## src/rtl/seven_seg_digit_driver.sv

```systemverilog
// Seven-segment digit driver for a four-digit multiplexed display.
// The scanner's anode select is synchronized before use. Loaded values wait in a
// pending register until a frame boundary, so a frame is never torn. Outputs stay
// dark for a few cycles after every digit change to suppress ghosting.
module seven_seg_digit_driver #(
    parameter int BLANK_CYCLES = 4
) (
    input  logic        clock,
    input  logic        reset,
    input  logic [3:0]  anode_in,
    input  logic [15:0] value,
    input  logic [3:0]  dp_in,
    input  logic        load,
    input  logic        blank_lz,
    output logic [3:0]  anode,
    output logic [6:0]  seg,
    output logic        dp,
    output logic        load_ack,
    output logic        pending
);

    // The change edge is itself the first dark cycle, so the counter reloads with one less.
    localparam logic [3:0] BLANK_LOAD = (BLANK_CYCLES == 0) ? 4'd0 : 4'(BLANK_CYCLES - 1);
    localparam logic [3:0] ANODE_OFF  = 4'b1111;
    localparam logic [6:0] SEG_OFF    = 7'b1111111;

    logic [3:0]  anode_meta;
    logic [3:0]  anode_s;
    logic [3:0]  anode_prev;
    logic [15:0] pend_value;
    logic [3:0]  pend_dp;
    logic [15:0] disp_value;
    logic [3:0]  disp_dp;
    logic [3:0]  blank_cnt;

    logic        valid;
    logic [1:0]  idx;
    logic        change;
    logic        boundary;
    logic        commit;
    logic [15:0] disp_now;
    logic [3:0]  disp_dp_now;
    logic [3:0]  nibble;
    logic [6:0]  hex_seg;
    logic [3:0]  lead_zero;
    logic        blanked;
    logic [3:0]  blank_cnt_next;

    // Decode the synchronized one-hot select into a digit index.
    always_comb begin
        valid = 1'b1;
        idx   = 2'd0;
        case (anode_s)
            4'b1110: idx = 2'd0;
            4'b1101: idx = 2'd1;
            4'b1011: idx = 2'd2;
            4'b0111: idx = 2'd3;
            default: valid = 1'b0;
        endcase
    end

    assign change   = (anode_s != anode_prev);
    assign boundary = (anode_s == 4'b1110) && (anode_prev != 4'b1110);
    assign commit   = boundary && pending;

    // Outputs use the contents being committed on this edge, so digit 0 of a
    // new frame already shows the new value even with no blanking.
    assign disp_now    = commit ? pend_value : disp_value;
    assign disp_dp_now = commit ? pend_dp    : disp_dp;
    assign nibble      = disp_now[{idx, 2'b00} +: 4];

    // Digit i is a leading zero when it and every more significant nibble are zero.
    assign lead_zero[0] = 1'b0;
    generate
        for (genvar gi = 1; gi < 4; gi++) begin : g_lead_zero
            assign lead_zero[gi] = ~|disp_now[15:4*gi];
        end
    endgenerate

    // Hex to active-low {g,f,e,d,c,b,a}.
    always_comb begin
        hex_seg = SEG_OFF;
        case (nibble)
            4'h0: hex_seg = 7'b1000000;
            4'h1: hex_seg = 7'b1111001;
            4'h2: hex_seg = 7'b0100100;
            4'h3: hex_seg = 7'b0110000;
            4'h4: hex_seg = 7'b0011001;
            4'h5: hex_seg = 7'b0010010;
            4'h6: hex_seg = 7'b0000010;
            4'h7: hex_seg = 7'b1111000;
            4'h8: hex_seg = 7'b0000000;
            4'h9: hex_seg = 7'b0010000;
            4'hA: hex_seg = 7'b0001000;
            4'hB: hex_seg = 7'b0000011;
            4'hC: hex_seg = 7'b1000110;
            4'hD: hex_seg = 7'b0100001;
            4'hE: hex_seg = 7'b0000110;
            4'hF: hex_seg = 7'b0001110;
            default: hex_seg = SEG_OFF;
        endcase
    end

    // Anti-ghosting counter: a change restarts it, otherwise it counts down to zero.
    always_comb begin
        blank_cnt_next = blank_cnt;
        blanked        = 1'b0;
        if (change) begin
            blank_cnt_next = BLANK_LOAD;
            blanked        = (BLANK_CYCLES != 0);
        end else if (blank_cnt != 4'd0) begin
            blank_cnt_next = blank_cnt - 4'd1;
            blanked        = 1'b1;
        end
    end

    // Two-flop synchronizer plus one history stage for change/boundary detection.
    always_ff @(posedge clock or negedge reset) begin
        if (!reset) begin
            anode_meta <= ANODE_OFF;
            anode_s    <= ANODE_OFF;
            anode_prev <= ANODE_OFF;
            blank_cnt  <= 4'd0;
        end else begin
            anode_meta <= anode_in;
            anode_s    <= anode_meta;
            anode_prev <= anode_s;
            blank_cnt  <= blank_cnt_next;
        end
    end

    // Pending/display registers: load always wins the pending slot, commit only at a boundary.
    always_ff @(posedge clock or negedge reset) begin
        if (!reset) begin
            pend_value <= 16'h0000;
            pend_dp    <= 4'h0;
            pending    <= 1'b0;
            disp_value <= 16'h0000;
            disp_dp    <= 4'h0;
            load_ack   <= 1'b0;
        end else begin
            load_ack <= load;
            if (commit) begin
                disp_value <= pend_value;
                disp_dp    <= pend_dp;
            end
            if (load) begin
                pend_value <= value;
                pend_dp    <= dp_in;
                pending    <= 1'b1;
            end else if (boundary) begin
                pending <= 1'b0;
            end
        end
    end

    // Registered pin drivers: dark while blanking or on an invalid select.
    always_ff @(posedge clock or negedge reset) begin
        if (!reset) begin
            anode <= ANODE_OFF;
            seg   <= SEG_OFF;
            dp    <= 1'b1;
        end else if (!valid || blanked) begin
            anode <= ANODE_OFF;
            seg   <= SEG_OFF;
            dp    <= 1'b1;
        end else begin
            anode <= anode_s;
            seg   <= (blank_lz && lead_zero[idx]) ? SEG_OFF : hex_seg;
            dp    <= ~disp_dp_now[idx];
        end
    end

endmodule

```

## config.mk

```make
export PLATFORM = sky130hd
export DESIGN_NAME = seven_seg_digit_driver
export DESIGN_NICKNAME = d
export VERILOG_FILES = /design/src/rtl/seven_seg_digit_driver.sv
export SDC_FILE = /design/constraint.sdc
export NUM_CORES = 1
export LEC_CHECK = 0
export ABC_AREA = 1
export ABC_CLOCK_PERIOD_IN_PS = 3150
export CAP_MARGIN = 25
export CELL_PAD_IN_SITES_DETAIL_PLACEMENT = 1
export CELL_PAD_IN_SITES_GLOBAL_PLACEMENT = 2
export CORE_ASPECT_RATIO = 1.25
export CORE_MARGIN = 2
export CORE_UTILIZATION = 36
export CTS_CLUSTER_SIZE = 10
export DETAILED_ROUTE_END_ITERATION = 12
export GPL_ROUTABILITY_DRIVEN = 0
export PLACE_DENSITY_LB_ADDON = 0.1
export SLEW_MARGIN = 20
export SYNTH_ARGS = -nofsm -noshare
export SYNTH_HDL_FRONTEND = slang
export SYNTH_SLANG_ARGS = --single-unit
```

## constraint.sdc

```tcl
create_clock -name clock -period 3.15 [get_ports clock]
set_input_delay 0.63 -clock clock [delete_from_list [all_inputs] [get_ports clock]]
set_output_delay 0.63 -clock clock [all_outputs]
set_load 0.03 [all_outputs]
```

==> out/metrics.cfg <==
[run_status]
outcome=finished clean

[timing]
tightest_slew_ns=0.752
rsz0062_at_grt=false
slew_viol_final=0
fin_skew_ns=0.00717
setup_viol=0
slew_headroom=0.498
min_period_ns=2.52
tns_ns=0
fmax_mhz=397
hold_viol_final=0
period_share=0.800

[logic_synthesis]
syn_inst=357
ys_async_sr_fraction=1.00
yosysUniqueCellTypes=34
synth-seq-area-share=0.561
ys.flop_type=dfrtp_1
syn-num-nets=391
yosysWarnings=0
synth-edff-count=0
ys_seq_elements=70
netlist_area_mm2=0.00318
postSynthAreaPerCell_um2=8.90

[critical_path]
crit_end=seg[0]
crit_type=reg2reg
endpoint_kind=flip-flop
cp.required_ns=3.42
r2r_slack_ns=0.63
crit_start=anode_prev[1]
reg2reg_depth=16
cp_max_fo=32
reg2reg_to=seg[0]
startpoint_type=flip-flop
arrival_ns=2.79
r2r-start=anode_prev[1]

[hold_path]
hold_class=in2async

[finish]
nFillCells=1041
fin_nets=438
multi_input_area_mm2=0.00114
drive_gt1_frac=0.166
area.sequential_mm2=0.00178
antenna_cells=0
area_growth_pct=23.9
fin_util=0.455

[job]
drv_cap=0

[grt]
grt-ovfl-total=0
grt_pass1_vias=2517
grt_pass1_wl_um=12000
grt_max_degree=39
antenna_found_initial=0
gr-usage-all-layers=0.166

[floorplan]
io_pins=42
core_mm2=0.00865
initial_core_util=0.367
dieWidth_um=88.0
num_rows=38
die_h_um=109
dieArea_mm2=0.00960

[clock_tree]
h-tree-depth=3
cts_hold_buf=0
clock_sinks=70
path_clk_slew_ns=0.08
clk_latency_ns=0.36
cts_tree=done
clockBufferDepth=2
postCtsResizedCells=0
root_buffer=clkbuf_8
post_cts_buffers=0
cts_buffers=9

[pwr]
power_density_mw_per_mm2=552
cellLeakagePower_nw=1.88
irDropWorstVdd_v=0.000227

[drt]
drc=0
via_per_inst=4.57
detail-route-antenna-nets=0
via_count=2416
finalWirelength_um=6940
first_pass_iters=4
wl_per_cell_um=13.1
drtIter0Drc=48

[place]
hpwlAfterDp_um=5190
port-buffer-count=41

[per-layer routing]
metal  up-vias  global-route usage  share of wire
li1       1210                   -              -
met1      1152               0.205           0.46
met2        42               0.268           0.48
met3        12              0.0371          0.030
met4         0              0.0942          0.026
met5         -                   0              0
[worst min path at each step]
stage / startpoint / end / slack [ns] / cells past startpoint
2_1_floorplan: reset / blank_cnt[0] / 0.33 / 0
3_3_place_gp: anode_meta[1] / anode_s[1] / 0.35 / 0
3_5_place_dp: anode_meta[2] / anode_s[2] / 0.35 / 0
4_1_cts: reset / disp_value[6] / 0.34 / 1
5_1_grt: anode_meta[2] / anode_s[2] / 0.36 / 0
6_report: reset / disp_dp[2] / 0.34 / 1
[sequential cells by signal, summed over array words and instances (netlist names)]
| name | count |
|---|---|
| disp_dp | 4 |
| blank_cnt | 4 |
| anode_meta | 4 |
| pend_value | 16 |
| anode_prev | 4 |
| dp | 1 |
| pend_dp | 4 |
| disp_value | 16 |
| pending | 1 |
| anode | 4 |
| seg | 7 |
| anode_s | 4 |
| load_ack | 1 |
[cell families after synthesis]
kind of cell               after synthesis  share of synthesized area
AOI/OAI and AO/OA                       32                     0.0602
xor gates and xnor gates                 5                     0.0138
adders and majority gates                6                     0.0236
buffers and inverters                   63                     0.0819
DFF                                     70                      0.561
and+or+nand+nor                        181                      0.260
[cells in the final DEF, fill, tap and decap left out, types with 2 or more instances in the layout]
master,Yosys,routed
o21ai_0,19,19
clkinv_1,2,2
nand4_1,11,11
buf_4,2,3
xnor2_1,5,5
dfstp_2,24,24
clkbuf_16,0,2
o21a_1,2,2
o211ai_1,4,4
dfrtp_1,46,46
nand2_1,115,115
nor2_2,3,3
nand3_1,23,23
nand2_2,6,6
o21ai_2,2,2
ha_1,6,6
nor3_1,3,3
inv_1,48,48
nor2_1,12,12
inv_2,4,4
nor2_4,2,2
clkbuf_8,0,10
clkdlybuf4s50_1,0,40
[power by group]
group | switching (mW) | internal (mW) | leakage, nW
combinational | 0.233 | 0.136 | 0.956
sequential | 0.0388 | 0.994 | 0.810
clock | 0.365 | 0.408 | 0.110
[metrics by stage]
step / std cells / worst slack, ns / area [um^2] / power, mW / hold slack, ns
after floorplan: 357 / 1.01 / 3180 / 1.29 / 0.334
after global placement: 513 / 0.658 / 3720 / 1.41 / 0.346
after detailed placement: 513 / 0.605 / 3720 / 1.42 / 0.347
after CTS: 529 / 0.562 / 3940 / 2.22 / 0.345
after global routing: 529 / 0.373 / 3940 / 2.31 / 0.363
final: 529 / 0.631 / 3940 / 2.17 / 0.342
[cell type report]
class	count	area share
Tap cell	120	0.0381
Clock inverter	4	0.00794
Timing Repair Buffer	45	0.114
Inverter	54	0.0515
Clock buffer	12	0.0477
Multi-Input combinational cell	224	0.289
Sequential cell	70	0.452
[synthesized netlist by cell type (3+ instances only)]
cell / n / area [um^2]
nor3_1: 3 / 15.0
xnor2_1: 5 / 43.8
clkbuf_1: 4 / 15.0
dfstp_2: 24 / 631
inv_1: 48 / 180
nor2_2: 3 / 18.8
dfrtp_1: 46 / 1150
nand2_2: 6 / 37.5
o21ai_0: 19 / 95.1
nand3_1: 23 / 115
nand4_1: 11 / 68.8
o211ai_1: 4 / 30.0
nor2_1: 12 / 45.0
inv_2: 4 / 15.0
ha_1: 6 / 75.1
nand2_1: 115 / 432
[critical path, cell delays in order, from the launching register on]
cell	delay [ns]
dfstp_2	0.54
inv_1	0.04
nor2_1	0.07
nand2_1	0.17
nand3_4	0.35
nand2_1	0.10
nand2_1	0.12
nand2_1	0.07
o21ai_1	0.09
inv_1	0.05
nand2_1	0.11
inv_1	0.11
ha_1	0.24
inv_1	0.08
nand3_1	0.10
nand3_1	0.10
nand4_1	0.10
(Power assumes the default switching activity.)
